===== src/rtl/cn_seq_driver.sv =====
// ---------------------------------------------------------------------------
// cn_seq_driver
//
// Sequential front end for the combinational CN block. A frame of six 4-bit
// operands arrives as a handshaked nibble stream (n0 first, n5 last). The
// opcode is sampled with the first nibble. Once the frame is complete the
// operand and opcode registers are held steady on the CN inputs for CN_LAT
// cycles. CN's result is then captured into out_n and presented with
// out_valid.
//
// Parameters:
//   CN_LAT     cycles from operands stable at CN to capture of cn_out_n (1..15)
//
// Optional feature (macro CN_BACKPRESSURE_EN):
//   defined    adds input out_ready; OUT holds out_valid/out_n until out_ready
//   undefined  out_valid is a single-cycle pulse
//
// Ports:
//   clk                 in   system clock, rising edge
//   rst_n               in   asynchronous active-low reset
//   in_valid            in   nibble/opcode present this cycle
//   in_ready            out  block can accept a nibble this cycle
//   in_data[3:0]        in   operand nibble
//   in_opcode[4:0]      in   opcode, sampled with the first nibble only
//   cn_in_n0..n5[3:0]   out  operand registers driving CN
//   cn_opcode[4:0]      out  opcode register driving CN
//   cn_out_n[8:0]       in   CN result
//   out_ready           in   downstream accepts result (CN_BACKPRESSURE_EN only)
//   out_valid           out  result available
//   out_n[8:0]          out  registered CN result
//   busy                out  high in any state other than IDLE
// ---------------------------------------------------------------------------
module cn_seq_driver #(
    parameter int unsigned CN_LAT = 1
) (
    input  logic       clk,
    input  logic       rst_n,
    input  logic       in_valid,
    output logic       in_ready,
    input  logic [3:0] in_data,
    input  logic [4:0] in_opcode,
    output logic [3:0] cn_in_n0,
    output logic [3:0] cn_in_n1,
    output logic [3:0] cn_in_n2,
    output logic [3:0] cn_in_n3,
    output logic [3:0] cn_in_n4,
    output logic [3:0] cn_in_n5,
    output logic [4:0] cn_opcode,
    input  logic [8:0] cn_out_n,
`ifdef CN_BACKPRESSURE_EN
    input  logic       out_ready,
`endif
    output logic       out_valid,
    output logic [8:0] out_n,
    output logic       busy
);

    typedef enum logic [1:0] {
        S_IDLE,
        S_LOAD,
        S_WAIT,
        S_OUT
    } state_t;

    localparam logic [3:0] LAT_INIT = 4'(CN_LAT);

    state_t          state, state_nxt;
    logic [2:0]      idx, idx_nxt;
    logic [3:0]      cnt, cnt_nxt;
    logic [5:0]      wr_en;       // one-hot operand write enable
    logic            op_en;       // opcode write enable (first nibble)
    logic            capture;     // sample cn_out_n this edge
    logic [5:0][3:0] opnd;

    // NOTE: sequential state uses non-blocking (<=) so every register samples
    // pre-edge values; blocking here would create order-dependent races.
    always_ff @(posedge clk or negedge rst_n) begin
        if (!rst_n) begin
            state <= S_IDLE;
            idx   <= '0;
            cnt   <= '0;
        end else begin
            state <= state_nxt;
            idx   <= idx_nxt;
            cnt   <= cnt_nxt;
        end
    end

    // NOTE: every signal driven here gets a default first; a path that left
    // one unassigned would infer a latch.
    always_comb begin
        state_nxt = state;
        idx_nxt   = idx;
        cnt_nxt   = cnt;
        in_ready  = 1'b0;
        out_valid = 1'b0;
        wr_en     = '0;
        op_en     = 1'b0;
        capture   = 1'b0;

        case (state)
            S_IDLE: begin
                in_ready = 1'b1;
                if (in_valid) begin
                    wr_en[0]  = 1'b1;
                    op_en     = 1'b1;
                    idx_nxt   = 3'd1;
                    state_nxt = S_LOAD;
                end
            end

            S_LOAD: begin
                in_ready = 1'b1;
                if (idx > 3'd5) begin
                    // Index 6..7 cannot occur; recover rather than write garbage.
                    idx_nxt   = '0;
                    state_nxt = S_IDLE;
                end else if (in_valid) begin
                    wr_en = 6'd1 << idx;
                    if (idx == 3'd5) begin
                        idx_nxt   = '0;
                        cnt_nxt   = LAT_INIT;
                        state_nxt = S_WAIT;
                    end else begin
                        idx_nxt = idx + 3'd1;
                    end
                end
            end

            S_WAIT: begin
                // Counter value 1 means this edge completes the settling time.
                if (cnt <= 4'd1) begin
                    capture   = 1'b1;
                    cnt_nxt   = '0;
                    state_nxt = S_OUT;
                end else begin
                    cnt_nxt = cnt - 4'd1;
                end
            end

            S_OUT: begin
                out_valid = 1'b1;
`ifdef CN_BACKPRESSURE_EN
                if (out_ready) begin
                    state_nxt = S_IDLE;
                end
`else
                state_nxt = S_IDLE;
`endif
            end

            default: begin
                idx_nxt   = '0;
                cnt_nxt   = '0;
                state_nxt = S_IDLE;
            end
        endcase
    end

    // NOTE: the operand/result registers are plain flops (not a memory), so
    // they are reset; an abandoned frame must never leave stale CN inputs.
    always_ff @(posedge clk or negedge rst_n) begin
        if (!rst_n) begin
            opnd      <= '0;
            cn_opcode <= '0;
            out_n     <= '0;
        end else begin
            for (int i = 0; i < 6; i++) begin
                if (wr_en[i]) begin
                    opnd[i] <= in_data;
                end
            end
            if (op_en) begin
                cn_opcode <= in_opcode;
            end
            if (capture) begin
                out_n <= cn_out_n;
            end
        end
    end

    assign cn_in_n0 = opnd[0];
    assign cn_in_n1 = opnd[1];
    assign cn_in_n2 = opnd[2];
    assign cn_in_n3 = opnd[3];
    assign cn_in_n4 = opnd[4];
    assign cn_in_n5 = opnd[5];

    assign busy = (state != S_IDLE);

endmodule


===== config.mk =====
export PLATFORM = sky130hd
export DESIGN_NAME = cn_seq_driver
export DESIGN_NICKNAME = d
export VERILOG_FILES = /design/src/rtl/cn_seq_driver.sv
export SDC_FILE = /design/constraint.sdc
export NUM_CORES = 1
export LEC_CHECK = 0
export ABC_AREA = 1
export CAP_MARGIN = 20
export CORE_MARGIN = 2
export CORE_UTILIZATION = 35
export CTS_BUF_LIST = sky130_fd_sc_hd__clkbuf_8
export CTS_CLUSTER_DIAMETER = 30
export DETAILED_ROUTE_END_ITERATION = 6
export DONT_BUFFER_PORTS = 1
export PLACE_DENSITY = 0.49
export SLEW_MARGIN = 5
export SYNTH_ARGS = -nofsm -noshare
export SYNTH_HDL_FRONTEND = slang
export SYNTH_SLANG_ARGS = --single-unit

===== constraint.sdc =====
create_clock -name clk -period 4.3 [get_ports clk]
set_input_delay 0.86 -clock clk [delete_from_list [all_inputs] [get_ports clk]]
set_output_delay 0.86 -clock clk [all_outputs]
set_load 0.05 [all_outputs]

==> Implementation_results.wiki, run 1 <==
{| class="wikitable"
! Metric !! Value
|-
| Clock tree root driver cell || sky130_fd_sc_hd__clkbuf_8
|-
| Clock Latency Late Sink || 0.30 ns
|-
| Depth of the CTS H-tree || 2
|-
| Startpoint types || flip-flop
|-
| Vias in the first global route || 1,415
|-
| Detailed Routing Iterations Pass 1 || 4
|-
| Actual slew at the worst max-slew pin || 0.509 ns
|-
| Area of the core region || 0.00592 mm^2
|-
| Post-synthesis to final-layout area growth || 10.0%
|-
| Met2 wirelength from detailed routing || 1950 um
|-
| Max-slew violations || 0
|-
| Tcrit/Tclk final || 0.479
|-
| Maximum number of pins on one net before global-route repair || 48
|-
| Worst-path cell chain || nor2_2 > inv_1
|-
| Area share of the leading cell type in the synthesized netlist || 0.551
|-
| Port Buffer Count || 0
|-
| Worst Setup Path Type || reg2out
|-
| Max cap viols || 0
|-
| Number of buffers and inverters on the critical path || 1
|-
| Data required time at the worst endpoint || 3.44 ns
|-
| Number of different library cells in the post-synthesis netlist || 24
|-
| Instance count after placement with tap cells included || 294
|-
| Synthesized cell area || 0.00214 mm^2
|-
| First-pass GRT wire length || 6730 um
|-
| Max Buffers Root-to-Sink || 2
|-
| Final Skew || 0.00500 ns
|-
| R2R setup slack || 2.79 ns
|-
| Seq cells post-synth || 47
|-
| Syn_area_per_cell || 9.66 um^2
|-
| Number of setup violations in the final report || 0
|-
| Count of nets left with antenna violations after detail routing || 0
|-
| Final weighted congestion in routability-driven placement || 0.780
|-
| Number of buffers inserted during clock tree synthesis || 5
|-
| Launching point of the worst reg2reg path || cnt[0]
|-
| Worst-path clk slew || 0.09 ns
|-
| Post-cts resize count || 0
|-
| Width of the die || 82.1 um
|-
| Die height || 82.1 um
|-
| Fraction of layout instances using a drive strength above 1 || 0.172
|-
| Minimum clock period after layout || 2.06 ns
|-
| Leading cell types by total area after synthesis || sky130_fd_sc_hd__dfrtp_1 (55%), sky130_fd_sc_hd__nand2_1 (11%), sky130_fd_sc_hd__inv_1 (5.1%), sky130_fd_sc_hd__o21ai_1 (4.2%), sky130_fd_sc_hd__o21ai_2 (3.7%)
|-
| Core occupancy in the finished layout || 0.397
|-
| Most common library cell in the layout ignoring fill and taps || sky130_fd_sc_hd__nand2_1
|-
| Routed length on met1 || 1910 um
|-
| Highest Clock Rate || 486 MHz
|-
| Initial standard-cell utilization of the core || 0.361
|-
| Met3 Routed Length || 284 um
|-
| Iteration-0 DRC Markers || 44
|-
| Cell taking the most area after synthesis || sky130_fd_sc_hd__dfrtp_1
|-
| Routed Wire Length || 4200 um
|-
| Via total after detailed routing || 1,432
|-
| Top Family by Delay on Critical Path || flip-flops
|-
| Hold Slack || 0.244 ns
|-
| Clock Sink Count || 47
|-
| Area of the die || 0.00674 mm^2
|-
| Critical path capture point type || output port
|-
| Sum of overflow across all layers after global routing || 0
|-
| Total negative slack || 0 ns
|-
| Critical Path Slowest Stage Cell || sky130_fd_sc_hd__dfrtp_1
|-
| DRC violation count after routing || 0
|-
| Top routing layer in use || met4
|-
| # rows || 28
|-
| Run status || finished clean
|-
| HPWL reported at the end of detailed placement || 3040 um
|-
| Setup repair after global routing missed its margin || false
|-
| GRT Overall Usage || 0.133
|-
| CTS tree || built
|-
| Hold Violations, Final || 0
|-
| Boundary Pins || 62
|-
| Maximum fanout encountered on the critical timing path || 6
|-
| Delay of the slowest cell on the worst path || 0.48 ns
|-
| Number of buffers inserted for hold repair after clock tree synthesis || 0
|-
| Count of buffers added by post-CTS timing repair for setup || 0
|-
| Worst min-delay path category || in2async
|-
| Net count of the finished layout || 250
|-
| Arrival time worst endpoint || 1.20 ns
|-
| Final cell count without fillers || 302
|-
| Initial antenna violation count || 0
|-
| Depth of the most critical reg-to-reg path || 9
|-
| Number of warnings printed during yosys synthesis || 0
|-
| Endpoint of the lowest-slack register-to-register path || state[0]
|-
| WL per Instance || 13.9 um
|-
| Worst rel slew slack || 0.660
|-
| Via density || 4.74
|-
| Most used cells in the layout excluding fill and tap cells || sky130_fd_sc_hd__nand2_1 (60), sky130_fd_sc_hd__dfrtp_1 (47), sky130_fd_sc_hd__inv_1 (29), sky130_fd_sc_hd__o21ai_1 (18), sky130_fd_sc_hd__nor2_1 (11)
|-
| Antenna diodes || 0
|-
| Post-synth net total || 245
|-
| Proportion of synthesized chip area in sequential cells || 0.551
|-
| Syn Inst Count || 221
|}
## per-layer routing
layer	up-vias	global-route usage
met4	0	0.0500
li1	710	-
met1	675	0.169
met2	42	0.210
met5	-	0
met3	5	0.0467
## cells in the mapped netlist, drive strengths merged
master,instances
nand4,4
nor2,16
mux2,5
dfrtp,47
nand2,65
nand3,10
o22ai,2
buf,2
ha,3
xnor2,1
a21oi,5
inv,31
o211ai,1
o21ai,29
## registers in the layout, summed over array words and instances (netlist names), named ones only
register	cells
cn_in_n5	4
idx	3
cn_in_n0	4
cn_in_n3	4
cn_in_n2	4
state	1
out_n	9
cnt	4
cn_opcode	5
cn_in_n1	4
cn_in_n4	4
## logic make-up after synthesis
family / count (synthesis) / share of synthesized area
muxes: 5 / 0.0264
buffers and inverters: 33 / 0.0621
adders and majority gates: 3 / 0.0176
xor gates and xnor gates: 1 / 0.00410
and+or+nand+nor: 95 / 0.234
DFF: 47 / 0.551
AOI/OAI and AO/OA: 37 / 0.105
## worst max-delay path by stage
stage | to | slack (ns) | from | cells past startpoint
finish | busy | 2.24 | state[0] | 2
global route | busy | 2.17 | state[0] | 2
CTS | busy | 2.22 | state[0] | 2
detailed placement | busy | 2.56 | state[0] | 2
global placement | busy | 2.57 | state[0] | 2
floorplan | busy | 2.59 | state[0] | 2
## per-stage QoR
stage / worst slack [ns] / cell area (um^2)
2_1_floorplan: 2.59 / 2140
3_3_place_gp: 2.57 / 2210
3_5_place_dp: 2.56 / 2210
4_1_cts: 2.22 / 2350
5_1_grt: 2.17 / 2350
6_report: 2.24 / 2350
## layout make-up
| type | instances | area, um^2 |
|---|---|---|
| Fill cell | 598 | 3570 |
| Sequential cell | 47 | 1180 |
| Multi-Input combinational cell | 141 | 827 |
| Inverter | 31 | 116 |
| Tap cell | 75 | 93.8 |
| Clock buffer | 5 | 68.8 |
| Clock inverter | 3 | 67.6 |
Power of run 1 is not shown: default switching activity piles up to over one toggle a cycle in this logic, so the estimate is an artifact.
==> run 2, diff against run 1 <==
--- a/config.mk
+++ b/config.mk
@@ -13,7 +13,7 @@
 export CTS_CLUSTER_DIAMETER = 30
 export DETAILED_ROUTE_END_ITERATION = 6
 export DONT_BUFFER_PORTS = 1
-export PLACE_DENSITY = 0.49
+export PLACE_DENSITY = 0.51
 export SLEW_MARGIN = 5
 export SYNTH_ARGS = -nofsm -noshare
 export SYNTH_HDL_FRONTEND = slang
==> constraint.sdc (replaced) <==
create_clock -name clk -period 1.8 [get_ports clk]
set_input_delay 0.36 -clock clk [delete_from_list [all_inputs] [get_ports clk]]
set_output_delay 0.36 -clock clk [all_outputs]
set_load 0.05 [all_outputs]
==> run 2 against run 1 <==
  * Worst setup slack got worse by 2.0 ns
  * Clock skew grew 0.0089 ns
  * Hold slack got worse by 0.073 ns
  * Register-to-register slack got worse by 2.5 ns
  * Global-route usage increased by 0.29 points
  * Die area stayed put
  * First-iteration DRC count shrank 4.5%
  * Wire length up 2.3%
  * Design area did not move
  * Count of clock-buffer cells in the layout rose by 1
  * Via count rose by 0.63%
  * Critical endpoint unchanged
  * Cell count rose by 0.66%
==> Implementation_results.wiki, run 2 (same netlist as run 1, synthesis figures left out) <==
{| class="wikitable"
! Metric !! Value
|-
| Antenna diodes || 0 (unchanged)
|-
| CTS tree || built
|-
| Run status || finished clean
|-
| Actual slew at the worst max-slew pin || 0.521 ns (+0.0117 ns)
|-
| Worst rel slew slack || 0.653 (-0.00783)
|-
| Final Skew || 0.0139 ns (+0.00887 ns)
|-
| DRC violation count after routing || 0 (unchanged)
|-
| Detailed Routing Iterations Pass 1 || 4 (unchanged)
|-
| Net count of the finished layout || 252 (+0.80%)
|-
| Most used cells in the layout excluding fill and tap cells || sky130_fd_sc_hd__nand2_1 (60), sky130_fd_sc_hd__dfrtp_1 (47), sky130_fd_sc_hd__inv_1 (29), sky130_fd_sc_hd__o21ai_1 (18), sky130_fd_sc_hd__nor2_1 (11)
|-
| Largest reg by FF count || out_n
|-
| # rows || 28 (unchanged)
|-
| Port Buffer Count || 0 (unchanged)
|-
| Initial standard-cell utilization of the core || 0.361 (unchanged)
|-
| Hold Violations, Final || 0 (unchanged)
|-
| Iteration-0 DRC Markers || 42 (-4.5%)
|-
| GRT Overall Usage || 0.136 (+0.00286)
|-
| HPWL reported at the end of detailed placement || 3160 um (+4.1%)
|-
| Startpoint types || flip-flop
|-
| Most common library cell in the layout ignoring fill and taps || sky130_fd_sc_hd__nand2_1
|-
| Area of the die || 0.00674 mm^2 (unchanged)
|-
| Data required time at the worst endpoint || 1.44 ns (-2.00 ns)
|-
| Worst-path clk slew || 0.09 ns (about the same)
|-
| Minimum clock period after layout || 1.60 ns
|-
| Initial antenna violation count || 0 (unchanged)
|-
| Max-slew violations || 0 (unchanged)
|-
| Via total after detailed routing || 1,441 (+0.63%)
|-
| Depth of the CTS H-tree || 2 (unchanged)
|-
| Sum of overflow across all layers after global routing || 0 (unchanged)
|-
| Clock Sink Count || 47 (unchanged)
|-
| Area of the core region || 0.00592 mm^2 (unchanged)
|-
| Largest registers || out_n (9), cn_opcode (5)
|-
| Count of nets left with antenna violations after detail routing || 0 (unchanged)
|-
| Tcrit/Tclk final || 0.887
|-
| Width of the die || 82.1 um (unchanged)
|-
| Clock tree root driver cell || sky130_fd_sc_hd__clkbuf_8
|-
| Die height || 82.1 um (unchanged)
|-
| Critical path capture point type || output port
|-
| Count of buffers added by post-CTS timing repair for setup || 0 (unchanged)
|-
| Max cap viols || 0 (unchanged)
|-
| Pre-CTS worst setup slack || 0.293 ns (-2.27 ns)
|-
| Number of setup violations in the final report || 0 (unchanged)
|-
| Via density || 4.74 (about the same)
|-
| Maximum number of pins on one net before global-route repair || 48 (unchanged)
|-
| Number of flip-flops in the largest register || 9 (unchanged)
|-
| Arrival time worst endpoint || 1.24 ns (+0.04 ns)
|-
| Total negative slack || 0 ns (unchanged)
|-
| Worst Setup Path Type || reg2out
|-
| Post-synthesis to final-layout area growth || 10.0% (unchanged)
|-
| Boundary Pins || 62 (unchanged)
|-
| First-pass GRT wire length || 6910 um (+2.7%)
|-
| Final weighted congestion in routability-driven placement || 0.821 (+5.2%)
|-
| Max Buffers Root-to-Sink || 2 (unchanged)
|-
| Hold Slack || 0.171 ns (-0.0732 ns)
|-
| Setup repair after global routing missed its margin || false
|-
| Maximum fanout encountered on the critical timing path || 6 (unchanged)
|-
| Vias in the first global route || 1,414 (-0.071%)
|-
| Clock Latency Late Sink || 0.30 ns (about the same)
|-
| Routed Wire Length || 4300 um (+2.3%)
|-
| WL per Instance || 14.1 um (+1.6%)
|-
| Highest Clock Rate || 627 MHz
|-
| Fraction of layout instances using a drive strength above 1 || 0.175 (+0.00287)
|-
| Fin worst setup slack || 0.204 ns (-2.04 ns)
|-
| Core occupancy in the finished layout || 0.397 (unchanged)
|-
| Number of buffers inserted during clock tree synthesis || 5 (unchanged)
|-
| Worst min-delay path category || in2reg
|}
-- run 2: cell count changes in the layout (fill, tap and decap cells not counted), sizes merged --
cell / change
clkbuf: +1
buf: +1
clkinv: +1
dlygate4sd3: +1
bufinv: -2
-- run 2: timing repair --
action                                 CTS  global route
hold buffers                             2             0
endpoints found under the hold margin   47             0
setup endpoints to repair                0             0
gates resized for setup                  0             0
-- run 2: cell type report --
type | count | area (um^2)
clock buffer | 6 | 82.6
clock inverter | 2 | 16.3
fill | 589 | 3570
inverter | 31 | 116
multi-input combinational | 141 | 827
sequential | 47 | 1180
tap | 75 | 93.8
timing repair buffer | 2 | 37.5
-- run 2: path summary, 6_finish.rpt --
path / start / endpoint / slack (ns) / depth (start not counted)
setup / recovery: state[0] / busy / 0.20 / 2
hold / removal: in_data[3] / cn_in_n0[3] / 0.17 / 2
setup reg to reg: cnt[0] / state[0] / 0.28 / 9
hold reg to reg: cnt[0] / cnt[0] / 0.54 / 2
max in group asynchronous: rst_n / out_n[7] / 1.00 / 2
min in group asynchronous: rst_n / state[0] / 0.56 / 2
-- run 2: worst max-delay path: stages, from the launching register on --
cell and delay, ns:
sky130_fd_sc_hd__dfrtp_1 0.50, sky130_fd_sc_hd__nor2_2 0.10, sky130_fd_sc_hd__inv_1 0.33
-- run 2: layer usage --
layer | track usage | vias up | share of wire
met5 | 0 | - | 0
met4 | 0.0350 | 0 | 0.0037
met3 | 0.0576 | 2 | 0.088
met2 | 0.210 | 48 | 0.46
met1 | 0.177 | 674 | 0.45
li1 | - | 717 | -
-- run 2: through the flow --
stage / instance area [um^2] / std cells
CTS: 2350 / 304
finish: 2350 / 304
global placement: 2210 / 294
detailed placement: 2210 / 294
floorplan: 2140 / 221
global route: 2350 / 304
Power of run 2 is left out for the same reason.
